==> config.mk <==
export PLATFORM = sky130hd
export DESIGN_NAME = seg_scan_driver_flat
export DESIGN_NICKNAME = d
export VERILOG_FILES = /design/src/rtl/seg_scan_driver_if.sv /design/src/rtl/seg_scan_driver.sv /design/src/flat_wrapper.sv
export SDC_FILE = /design/constraint.sdc
export NUM_CORES = 1
export LEC_CHECK = 0
export ABC_AREA = 1
export CORE_ASPECT_RATIO = 1.75
export CORE_MARGIN = 4
export CORE_UTILIZATION = 55
export CTS_CLUSTER_SIZE = 28
export DETAILED_ROUTE_END_ITERATION = 10
export GPL_ROUTABILITY_DRIVEN = 1
export GPL_TIMING_DRIVEN = 0
export PLACE_DENSITY_LB_ADDON = 0.15
export SKIP_CTS_REPAIR_TIMING = 1
export SLEW_MARGIN = 40
export SYNTH_ARGS = -nofsm -noshare
export SYNTH_HDL_FRONTEND = slang
export SYNTH_SLANG_ARGS = --single-unit
==> constraint.sdc <==
create_clock -name clk -period 3.1 [get_ports clk]
set_input_delay 0.31 -clock clk [delete_from_list [all_inputs] [get_ports clk]]
set_output_delay 0.31 -clock clk [all_outputs]
set_load 0.05 [all_outputs]
==> src/rtl/seg_scan_driver_if.sv <==
// rtl/seg_scan_driver_if.sv - byte write handshake into the 7-segment scan driver
interface seg_scan_driver_if;
  logic       wr_valid;
  logic [7:0] wr_data;
  logic       wr_ready;

  modport master (output wr_valid, output wr_data, input wr_ready);
  modport slave  (input wr_valid, input wr_data, output wr_ready);
endinterface

==> src/rtl/seg_scan_driver.sv <==
// rtl/seg_scan_driver.sv - multiplexed hex 7-segment scan driver; optional SEG_LEADING_ZERO_BLANK_EN
module seg_scan_driver #(
  parameter int CLK_DIV   = 100000,
  parameter int BLANK_CYC = 16,
  parameter int DIGITS    = 4
) (
  input  logic                      clk,
  input  logic                      rst,
  seg_scan_driver_if.slave          wr,
  input  logic                      clear,
  input  logic [DIGITS-1:0]         dp_mask,
  output logic [DIGITS-1:0]         an,
  output logic [6:0]                seg,
  output logic                      dp,
  output logic [$clog2(DIGITS)-1:0] digit_idx
);

  localparam int PW = $clog2(CLK_DIV);
  localparam int BW = (BLANK_CYC > 1) ? $clog2(BLANK_CYC) : 1;
  localparam int DW = $clog2(DIGITS);
  localparam int NB = 4 * DIGITS;

  localparam logic [PW-1:0] PRESC_LAST = PW'(CLK_DIV - 1);
  localparam logic [BW-1:0] BLANK_LAST = BW'(BLANK_CYC - 1);
  localparam logic [DW-1:0] DIGIT_LAST = DW'(DIGITS - 1);

  typedef enum logic {ST_BLANK, ST_DRIVE} state_t;

  state_t        state;
  logic [BW-1:0] blank_cnt;
  logic [PW-1:0] presc;
  logic [NB-1:0] disp_buf;
  logic          pend_valid;
  logic [7:0]    pend_data;
  logic          drive_end;
  logic [3:0]    nib;

  // Last cycle of a digit's drive window: the only point where data and index may change.
  assign drive_end = (state == ST_DRIVE) && (presc == PRESC_LAST);

  // One pending byte at most; clear holds off new bytes for the whole time it is asserted.
  assign wr.wr_ready = ~pend_valid & ~clear;

  // Scan FSM: blanking gap, then drive the current digit, then step to the next digit.
  always_ff @(posedge clk or negedge rst) begin
    if (!rst) begin
      state     <= ST_BLANK;
      blank_cnt <= '0;
      presc     <= '0;
      digit_idx <= '0;
    end else begin
      case (state)
        ST_BLANK: begin
          if (blank_cnt == BLANK_LAST) begin
            blank_cnt <= '0;
            state     <= ST_DRIVE;
          end else begin
            blank_cnt <= blank_cnt + 1'b1;
          end
        end
        ST_DRIVE: begin
          if (presc == PRESC_LAST) begin
            presc     <= '0;
            state     <= ST_BLANK;
            digit_idx <= (digit_idx == DIGIT_LAST) ? '0 : digit_idx + 1'b1;
          end else begin
            presc <= presc + 1'b1;
          end
        end
        default: state <= ST_BLANK;
      endcase
    end
  end

  // Display buffer and pending byte; a byte is shifted in only at a digit boundary.
  always_ff @(posedge clk or negedge rst) begin
    if (!rst) begin
      disp_buf   <= '0;
      pend_valid <= 1'b0;
      pend_data  <= '0;
    end else if (clear) begin
      disp_buf   <= '0;
      pend_valid <= 1'b0;
    end else if (drive_end && pend_valid) begin
      disp_buf   <= (disp_buf << 8) | NB'(pend_data);
      pend_valid <= 1'b0;
    end else if (wr.wr_valid && wr.wr_ready) begin
      pend_valid <= 1'b1;
      pend_data  <= wr.wr_data;
    end
  end

  function automatic logic [6:0] hex_seg(input logic [3:0] v);
    case (v)
      4'h0: hex_seg = 7'h40;
      4'h1: hex_seg = 7'h79;
      4'h2: hex_seg = 7'h24;
      4'h3: hex_seg = 7'h30;
      4'h4: hex_seg = 7'h19;
      4'h5: hex_seg = 7'h12;
      4'h6: hex_seg = 7'h02;
      4'h7: hex_seg = 7'h78;
      4'h8: hex_seg = 7'h00;
      4'h9: hex_seg = 7'h10;
      4'hA: hex_seg = 7'h08;
      4'hB: hex_seg = 7'h03;
      4'hC: hex_seg = 7'h46;
      4'hD: hex_seg = 7'h21;
      4'hE: hex_seg = 7'h06;
      default: hex_seg = 7'h0E;
    endcase
  endfunction

  assign nib = disp_buf[{digit_idx, 2'b00} +: 4];

`ifdef SEG_LEADING_ZERO_BLANK_EN
  logic [DIGITS-1:0] lead_zero;

  // lead_zero[k] is set when digit k and every digit to its left hold zero.
  always_comb begin
    logic run;
    lead_zero = '0;
    run       = 1'b1;
    for (int k = DIGITS - 1; k >= 0; k--) begin
      run          = run & (disp_buf[4*k +: 4] == 4'h0);
      lead_zero[k] = run;
    end
  end
`endif

  // Outputs follow registered state only, so an async reset blanks the display at once.
  always_comb begin
    an  = '1;
    seg = 7'h7F;
    dp  = 1'b1;
    if (state == ST_DRIVE) begin
      an  = ~(DIGITS'(1) << digit_idx);
      seg = hex_seg(nib);
      dp  = ~dp_mask[digit_idx];
`ifdef SEG_LEADING_ZERO_BLANK_EN
      if (lead_zero[digit_idx] && (digit_idx != '0)) seg = 7'h7F;
`endif
    end
  end

endmodule
==> src/flat_wrapper.sv <==
// flat-port wrapper written by rule: the top's interface ports become plain ports
module seg_scan_driver_flat 
#(
  parameter int CLK_DIV   = 100000,
  parameter int BLANK_CYC = 16,
  parameter int DIGITS    = 4
)
  (clk, rst, clear, dp_mask, an, seg, dp, digit_idx, wr_wr_valid, wr_wr_data, wr_wr_ready);
  seg_scan_driver_if wr_i ();
  input  logic clk;
  input  logic rst;
  input  logic clear;
  input  logic [DIGITS-1:0] dp_mask;
  output logic [DIGITS-1:0] an;
  output logic [6:0] seg;
  output logic dp;
  output logic [$clog2(DIGITS)-1:0] digit_idx;
  input wire logic [$bits(wr_i.wr_valid)-1:0] wr_wr_valid;
  input wire logic [$bits(wr_i.wr_data)-1:0] wr_wr_data;
  output wire logic [$bits(wr_i.wr_ready)-1:0] wr_wr_ready;
  assign wr_i.wr_valid = wr_wr_valid;
  assign wr_i.wr_data = wr_wr_data;
  assign wr_wr_ready = wr_i.wr_ready;
  seg_scan_driver #(.CLK_DIV(CLK_DIV), .BLANK_CYC(BLANK_CYC), .DIGITS(DIGITS)) u_core (.clk(clk), .rst(rst), .wr(wr_i), .clear(clear), .dp_mask(dp_mask), .an(an), .seg(seg), .dp(dp), .digit_idx(digit_idx));
endmodule
==> impl_metrics.py, run 1 <==
metrics = {
    "status": {
        "outcome": "complete, no violations",
    },
    "placement": {
        "place_hpwl_um": 4930,
        "routabilityCongestion": 0.868,
        "portBuffers": 29,
        "dp_slack_ns": 0.287,
    },
    "timing": {
        "setup_violations": 0,
        "max_slew_margin": 0.654,
        "setup_ws_ns": 0.339,
        "rsz0062_at_grt": "no",
        "final.setup.tns_ns": 0,
        "finalHoldViolations": 0,
        "slew_viol_final": 0,
        "fin_skew_ns": 0.00355,
        "tightest_slew_ns": 0.519,
        "max_freq_mhz": 362,
        "fin_hold_ws_ns": 0.421,
        "period_needed_ns": 2.76,
        "min_period_over_period": 0.891,
    },
    "setup_path": {
        "arrival_ns": 2.45,
        "worst_setup_path_end_kind": "output pin",
        "slowest_stage": "dfrtp_1",
        "critPathRequiredTime_ns": 2.79,
        "rr_endpoint": "u_core.disp_buf[11]",
        "crit_path_max_fanout": 11,
        "rr_worst_depth": 8,
        "reg2reg_from": "u_core.presc[0]",
        "ff2ff_setup_slack_ns": 1.35,
        "critical_path_class": "flop to output pin",
        "cp_slowest_stage_delay_ns": 0.47,
        "cp_cell_sequence": "inv_2 > buf_2 > nand2_1 > nand3_1 > nand2_1 > inv_1 > ha_1 > inv_1 > nand2_1 > nand3_1 > nand3_1 > dlymetal6s2s_1",
        "start_kind": "flop",
    },
    "drt": {
        "wl_per_cell_um": 13.1,
        "met2_length_um": 3370,
        "dr.pass1.iters": 4,
        "highest_layer": "met4",
        "drc": 0,
        "wl_met1_um": 2590,
        "drt-initial-drc-count": 148,
        "via_per_inst": 5.22,
        "ant_nets": 0,
        "routed-wl-met3_um": 160,
        "routed_wl_um": 6290,
        "vias": 2504,
    },
    "die": {
        "ios": 31,
        "initial_utilization": 0.577,
        "die_x_um": 62.9,
        "die_h_um": 104,
        "core.rowCount": 34,
        "core_um2": 5020,
        "die-area_um2": 6540,
    },
    "finish": {
        "nets": 454,
        "final_layout_size_suffix_gt1_frac": 0.110,
        "syn_to_final_growth_pct": 17.5,
        "diodes": 0,
    },
    "synth": {
        "synth_ff_type": "dfrtp_1",
        "yosysWarnings": 0,
        "yosysSeqAreaShare": 0.423,
        "synthesis.nets": 416,
        "synthArstFlopShare": 1.00,
        "ys_ff_latch": 49,
        "synth_cells": 388,
        "postSynthAreaPerCell_um2": 7.47,
        "synthDistinctLibCells": 31,
        "synth_area_um2": 2900,
        "synth_edf_count": 0,
    },
    "power": {
        "seqPwrFrac": 0.565,
        "switching_share": 0.221,
        "finalPower_mw": 1.20,
        "power_frac_clock": 0.363,
        "powerDensity_nw_per_um2": 354,
        "p_switching_uw": 267,
        "power.leakage_nw": 1.87,
        "comb_power_share": 0.073,
        "vdd_drop_max_mv": 0.268,
        "internal_power_uw": 938,
    },
    "global_routing": {
        "gr-total-overflow": 0,
        "antenna_found_initial": 0,
        "grt_max_degree": 32,
        "grt_pass1_vias": 2404,
        "grt_usage": 0.207,
        "grt_pass1_wl_um": 10900,
    },
    "clocking": {
        "clockRootBuffer": "clkbuf_8",
        "max-clock-path-buffers": 2,
        "cts_tree": "done",
        "cts_sinks": 49,
        "htreeDepth": 2,
        "clk-insertion-delay-late_ns": 0.30,
        "path_clk_slew_ns": 0.09,
        "cts_made_buffers": 5,
    },
    "min_path": {
        "min_to": "u_core.disp_buf[10]",
        "hp-start": "clear",
        "whs_path_depth": 4,
        "hold_path.class": "primary input to flop",
    },
    "flow_run": {
        "maxCapViolCount": 0,
    },
}
metrics by stage:
stage	utilization	instances	area, um^2
floorplan	-	388	2900
global placement	0.648	471	3250
detailed placement	0.652	472	3270
CTS	0.672	479	3380
global route	0.678	480	3400
finish	0.678	480	3400
cell type report:
class                           count  area (um^2)
Buffer                             10         65.1
Sequential cell                    49         1230
Inverter                           44          165
Multi-Input combinational cell    285         1440
Timing Repair Buffer               31          335
Tap cell                           54         67.6
Fill cell                         442         1620
Clock inverter                      2         35.0
Clock buffer                        5         68.8
power groups by stage:
stage / logic [mW] / clock network (mW) / registers (mW)
after CTS: 0.0887 / 0.450 / 0.680
after global placement: 0.0834 / 0 / 0.692
after global routing: 0.0994 / 0.476 / 0.683
final: 0.0876 / 0.437 / 0.680
after floorplan: 0.0424 / 0 / 0.688
after detailed placement: 0.0886 / 0 / 0.693
cells in the mapped netlist (5+ instances only):
library cell | n | area (um^2)
nand2_1 | 114 | 428
o21ai_0 | 7 | 35.0
a21oi_1 | 14 | 70.1
o21ai_1 | 6 | 30.0
nand2_2 | 5 | 31.3
inv_2 | 8 | 30.0
nand3_1 | 35 | 175
nor2_2 | 7 | 43.8
nor2_1 | 54 | 203
inv_1 | 36 | 135
dfrtp_1 | 49 | 1230
ha_1 | 12 | 150
cells by family after synthesis:
logic type	count (synthesis)	synth area share
AOI/OAI and AO/OA	33	0.0613
xor gates and xnor gates	6	0.0181
adders and majority gates	12	0.0518
buffers and inverters	54	0.0795
DFF	49	0.423
muxes	5	0.0194
and+or+nand+nor	229	0.346
flip-flops by register name, indices dropped and copies added (netlist names):
| name | count |
|---|---|
| u_core.digit_idx | 2 |
| u_core.disp_buf | 16 |
| u_core.blank_cnt | 4 |
| u_core.presc | 17 |
| u_core.pend_data | 8 |
| u_core.pend_valid | 1 |
| u_core.state | 1 |
metal layers:
metal  track usage  vias to the layer above
met2         0.385                       54
met1         0.231                     1144
met5             0                        -
met4        0.0790                        0
li1              -                     1290
met3        0.0314                       16
placed cells by master, fill, tap and decap left out, drive strengths merged, types with 3 or more instances in the layout:
master           n
buf             11
dfrtp           49
mux2             5
nand2          119
ha              12
clkbuf           6
inv             44
nand4            3
nor3             5
nand3           37
dlymetal6s2s     7
clkdlybuf4s50   21
xor2             4
nor2            64
o21ai           14
a21oi           14
critical path: cells and delay by family (launching register included):
| family | cells | cell delay (ns) |
|---|---|---|
| buffers and inverters | 5 | 0.92 |
| and+or+nand+nor | 6 | 0.55 |
| DFF | 1 | 0.47 |
| adders and majority gates | 1 | 0.21 |
how the worst max path moves through the flow:
| stage | from | to | cells past startpoint |
|---|---|---|---|
| 2_1_floorplan | u_core.digit_idx[0] | seg[4] | 8 |
| 3_3_place_gp | rst | u_core.disp_buf[8] | 1 |
| 3_5_place_dp | u_core.digit_idx[0] | seg[3] | 12 |
| 4_1_cts | u_core.digit_idx[0] | seg[3] | 12 |
| 5_1_grt | u_core.digit_idx[0] | seg[3] | 12 |
| 6_report | u_core.digit_idx[0] | seg[3] | 12 |
Power figures use the tool's default switching activity.
==> run 2, diff against run 1 <==
--- a/config.mk
+++ b/config.mk
@@ -6,7 +6,7 @@
 export NUM_CORES = 1
 export LEC_CHECK = 0
 export ABC_AREA = 1
-export CORE_ASPECT_RATIO = 1.75
+export CORE_ASPECT_RATIO = 2
 export CORE_MARGIN = 4
 export CORE_UTILIZATION = 55
 export CTS_CLUSTER_SIZE = 28
==> run 2 against run 1 <==
Clock power down 13%. Non-clock buffer count unchanged. Largest power group unchanged. Sequential power about the same.
==> impl_metrics.py, run 2 (same netlist as run 1, synthesis figures left out) <==
metrics = {
    "status": {
        "outcome": "complete, no violations",
    },
    "finish": {
        "design_area_um2": 3390,
        "nets": 454,
        "fill_cells": 456,
        "final_common_cell": "nand2_1",
        "diodes": 0,
        "final_cell_mix": "114 x nand2_1, 54 x nor2_1, 49 x dfrtp_1, 36 x inv_1, 35 x nand3_1",
        "final_layout_size_suffix_gt1_frac": 0.108,
        "reg.largest.list": "u_core.presc (17), u_core.disp_buf (16), u_core.pend_data (8)",
        "max_flop_register": "u_core.presc",
        "largest_register_ffs": 17,
        "syn_to_final_growth_pct": 17.1,
    },
    "flow_run": {
        "maxCapViolCount": 0,
    },
    "clocking": {
        "clockRootBuffer": "clkbuf_8",
        "cts_tree": "done",
        "htreeDepth": 2,
        "path_clk_slew_ns": 0.09,
        "max-clock-path-buffers": 2,
        "cts_sinks": 49,
        "cts_made_buffers": 5,
        "clk-insertion-delay-late_ns": 0.31,
    },
    "placement": {
        "placed_cell_area_um2": 3280,
        "place_hpwl_um": 4990,
        "routabilityCongestion": 0.928,
        "portBuffers": 29,
    },
    "drt": {
        "routed_wl_um": 6410,
        "dr.pass1.iters": 4,
        "wl_per_cell_um": 13.2,
        "drc": 0,
        "via_per_inst": 5.22,
        "ant_nets": 0,
        "drt-initial-drc-count": 81,
        "vias": 2525,
    },
    "die": {
        "core.rowCount": 37,
        "die_x_um": 59.3,
        "core_um2": 5140,
        "die-area_um2": 6560,
        "die_h_um": 111,
        "initial_utilization": 0.564,
        "ios": 31,
    },
    "setup_path": {
        "critical_path_class": "flop to output pin",
        "start_kind": "flop",
        "arrival_ns": 2.47,
        "critPathRequiredTime_ns": 2.79,
        "worst_setup_path_end_kind": "output pin",
        "crit_path_max_fanout": 11,
    },
    "global_routing": {
        "gr-total-overflow": 0,
        "grt_pass1_wl_um": 11200,
        "grt_pass1_vias": 2579,
        "use_met3": 0.0316,
        "use_met1": 0.235,
        "grt_usage": 0.218,
        "antenna_found_initial": 0,
        "grt_max_degree": 32,
        "grt_util_met2": 0.381,
        "top_usage_layer": "met2",
    },
    "timing": {
        "rsz0062_at_grt": "no",
        "min_period_over_period": 0.897,
        "finalHoldViolations": 0,
        "slew_viol_final": 0,
        "fin_skew_ns": 0.00792,
        "max_slew_margin": 0.658,
        "setup_violations": 0,
        "period_needed_ns": 2.78,
        "fin_hold_ws_ns": 0.415,
        "tightest_slew_ns": 0.513,
        "max_freq_mhz": 360,
    },
    "power": {
        "power.leakage_nw": 1.86,
        "finalPower_mw": 1.15,
        "vdd_drop_max_mv": 0.414,
        "powerDensity_nw_per_um2": 339,
    },
    "min_path": {
        "hold_path.class": "primary input to async pin",
    },
}
==> run 2: cell count changes in the layout (fill, tap and decap cells not counted), sizes merged <==
| cell | before | now |
|---|---|---|
| bufinv | 1 | 0 |
| clkbuf | 6 | 8 |
| clkinv | 1 | 0 |
==> run 2: path summary, 6_finish.rpt <==
path,slack (ns),start,depth (start not counted),endpoint
setup / recovery,0.32,u_core.digit_idx[0],12,seg[6]
hold / removal,0.42,rst,2,u_core.presc[7]
setup reg to reg,1.39,u_core.presc[0],8,u_core.disp_buf[9]
hold reg to reg,0.48,u_core.disp_buf[10],2,u_core.disp_buf[10]
max in group asynchronous,2.24,rst,3,u_core.disp_buf[13]
min in group clk,0.42,clear,4,u_core.disp_buf[5]
==> run 2: where the power goes <==
group / switching (mW) / internal, mW
combinational: 0.0474 / 0.0392
sequential: 0.0154 / 0.664
clock: 0.204 / 0.177
total: 0.267 / 0.881
==> run 2: routing by layer <==
layer	up-vias	share of wire
li1	1295	-
met1	1152	0.38
met2	59	0.55
met3	19	0.030
met4	0	0.038
met5	-	0
==> run 2: cell type report <==
type	instances	area [um^2]	area share
multi-input combinational	285	1440	0.425
buffer	10	65.1	0.0192
clock buffer	7	86.3	0.0255
tap	58	72.6	0.0214
timing repair buffer	31	335	0.0989
sequential	49	1230	0.362
inverter	44	165	0.0487
==> run 2: worst max-delay path, cell delays in order, from the launching register on <==
cell and delay [ns]:
dfrtp_1 0.48, inv_2 0.08, buf_2 0.22, nand2_1 0.09, nand3_1 0.07, nand2_1 0.13, inv_1 0.15, ha_1 0.18
nand2_1 0.10, nand2_1 0.07, nand2_1 0.05, nand3_1 0.10, dlymetal6s2s_1 0.44
==> run 2: stage by stage <==
| stage | std cells | utilization | setup TNS, ns | setup WS (ns) |
|---|---|---|---|---|
| finish | 484 | 0.660 | 0 | 0.321 |
| global route | 484 | 0.660 | 0 | 0.155 |
| CTS | 483 | 0.654 | -0.185 | -0.0534 |
| detailed placement | 476 | 0.638 | 0 | 0.283 |
| global placement | 475 | 0.634 | 0 | 0.275 |
| floorplan | 388 | - | 0 | 0.442 |
==> run 3, diff against run 2 <==
--- a/config.mk
+++ b/config.mk
@@ -9,9 +9,11 @@
 export CORE_ASPECT_RATIO = 2
 export CORE_MARGIN = 4
 export CORE_UTILIZATION = 55
+export CTS_CLUSTER_DIAMETER = 100
 export CTS_CLUSTER_SIZE = 28
 export DETAILED_ROUTE_END_ITERATION = 10
-export GPL_ROUTABILITY_DRIVEN = 1
+export DONT_BUFFER_PORTS = 1
+export GPL_ROUTABILITY_DRIVEN = 0
 export GPL_TIMING_DRIVEN = 0
 export PLACE_DENSITY_LB_ADDON = 0.15
 export SKIP_CTS_REPAIR_TIMING = 1
==> run 3 against run 2 <==
Critical path depth shrank 1. Clock skew grew 0.0028 ns. Global-route usage grew 0.080 points. Sequential share of layout area grew 3.3 points. First-iteration DRC count grew 35%. Cell area shrank 8.2%. Maximum frequency shrank 1.3%. Critical path type unchanged. Largest power group unchanged.
==> impl_metrics.py, run 3 (same netlist as run 1, synthesis figures left out) <==
metrics = {
    "status": {
        "outcome": "complete, no violations",
    },
    "finish": {
        "final_common_cell": "nand2_1",
        "design_area_um2": 3110,
        "syn_to_final_growth_pct": 7.52,
        "nets": 427,
        "max_flop_register": "u_core.presc",
        "reg.largest.list": "u_core.presc (17), u_core.disp_buf (16), u_core.pend_data (8)",
        "final_cell_mix": "114 x nand2_1, 54 x nor2_1, 47 x dfrtp_1, 36 x inv_1, 35 x nand3_1",
        "diodes": 0,
        "largest_register_ffs": 17,
        "final_layout_size_suffix_gt1_frac": 0.130,
    },
    "setup_path": {
        "critPathRequiredTime_ns": 2.79,
        "critPathBufInv": 3,
        "crit_top_cell": "nand2_1",
        "slowest_stage": "dfrtp_2",
        "cp_cell_sequence": "inv_2 > buf_2 > nand2_1 > nand3_1 > nand2_1 > inv_1 > ha_1 > nand2_1 > nand2_1 > nand2_1 > nand3_1",
        "path_depth": 11,
        "start_kind": "flop",
        "rr_worst_depth": 4,
        "crit_path_max_fanout": 11,
        "critical_path_class": "flop to output pin",
        "worst_setup_path_end_kind": "output pin",
        "arrival_ns": 2.51,
        "cp_slowest_stage_delay_ns": 0.61,
        "critical_path.top_delay_family": "simple AND/OR/NAND/NOR gates",
    },
    "power": {
        "power_frac_clock": 0.335,
        "internal_power_uw": 843,
        "power.leakage_nw": 1.64,
        "switching_share": 0.248,
        "seqPwrFrac": 0.604,
        "powerDensity_nw_per_um2": 360,
        "p_switching_uw": 279,
        "comb_power_share": 0.061,
        "vdd_drop_max_mv": 0.315,
    },
    "die": {
        "core.rowCount": 37,
        "core_um2": 5140,
        "die_h_um": 111,
        "die_x_um": 59.3,
        "ios": 31,
        "initial_utilization": 0.564,
        "die-area_um2": 6560,
    },
    "timing": {
        "setup_violations": 0,
        "slew_viol_final": 0,
        "fin_skew_ns": 0.0108,
        "finalHoldViolations": 0,
        "tightest_slew_ns": 0.637,
        "rsz0062_at_grt": "no",
        "setup_ws_ns": 0.283,
        "period_needed_ns": 2.82,
        "max_freq_mhz": 355,
        "final.setup.tns_ns": 0,
        "min_period_over_period": 0.909,
        "max_slew_margin": 0.575,
    },
    "global_routing": {
        "gr-total-overflow": 0,
        "grt_pass1_wl_um": 11200,
        "grt_max_degree": 50,
        "grt_usage": 0.219,
        "antenna_found_initial": 0,
        "grt_pass1_vias": 2502,
    },
    "drt": {
        "ant_nets": 0,
        "wl_met1_um": 2410,
        "wl_per_cell_um": 14.0,
        "vias": 2458,
        "met2_length_um": 3630,
        "dr.pass1.iters": 4,
        "highest_layer": "met4",
        "routed_wl_um": 6400,
        "via_per_inst": 5.37,
        "drc": 0,
        "routed-wl-met3_um": 215,
        "drt-initial-drc-count": 109,
    },
    "placement": {
        "place_hpwl_um": 4910,
        "dp_slack_ns": 0.341,
        "portBuffers": 0,
        "placed_cell_area_um2": 2990,
    },
    "clocking": {
        "path_clk_slew_ns": 0.09,
        "clockRootBuffer": "clkbuf_8",
        "cts_tree": "done",
        "max-clock-path-buffers": 2,
        "cts_sinks": 49,
        "clk-insertion-delay-late_ns": 0.30,
        "cts_made_buffers": 5,
        "htreeDepth": 2,
    },
    "flow_run": {
        "maxCapViolCount": 0,
    },
    "min_path": {
        "hold_path.class": "primary input to flop",
        "whs_path_depth": 1,
    },
}
[run 3: changes by cell type in the layout (fill, tap and decap cells not counted), moves of 2 or more]
cell / delta
clkdlybuf4s50_1: -21
clkinv_2: +2
dfrtp_1: -2
dfrtp_2: +2
dlymetal6s2s_1: -7
[run 3: power by group through the flow]
stage,logic (mW),registers [mW],clock network [mW]
2_1_floorplan,0.0424,0.688,0
3_3_place_gp,0.0498,0.690,0
3_5_place_dp,0.0510,0.691,0
4_1_cts,0.0512,0.678,0.387
5_1_grt,0.0777,0.682,0.412
6_report,0.0684,0.678,0.375
[run 3: cell type report]
cell class / count / area (um^2)
fill: 485 / 2020
multi-input combinational: 285 / 1440
sequential: 49 / 1230
inverter: 44 / 165
tap: 58 / 72.6
clock buffer: 5 / 68.8
buffer: 10 / 65.1
timing repair buffer: 4 / 52.6
clock inverter: 3 / 17.5
[run 3: worst paths after layout]
check	endpoint	slack [ns]	start
max in group asynchronous	u_core.digit_idx[1]	2.34	rst
hold / removal	u_core.pend_data[1]	0.13	wr_wr_data[1]
min in group asynchronous	u_core.presc[10]	0.51	rst
setup / recovery	seg[6]	0.28	u_core.digit_idx[0]
setup reg to reg	u_core.pend_data[0]	1.30	u_core.pend_valid
hold reg to reg	u_core.disp_buf[11]	0.48	u_core.disp_buf[11]
[run 3: metal layers]
layer | vias up | GRT usage
met4 | 0 | 0.0847
met2 | 45 | 0.396
li1 | 1244 | -
met3 | 13 | 0.0292
met5 | - | 0
met1 | 1156 | 0.243
[run 3: metrics by stage]
| stage | utilization | std cells | hold WS [ns] | total power, mW |
|---|---|---|---|---|
| final | 0.606 | 458 | 0.129 | 1.12 |
| after global routing | 0.606 | 458 | 0.127 | 1.17 |
| after CTS | 0.598 | 456 | -0.323 | 1.12 |
| after detailed placement | 0.581 | 448 | 0.0156 | 0.742 |
| after global placement | 0.578 | 446 | 0.0156 | 0.740 |
| after floorplan | - | 388 | 0.0144 | 0.730 |
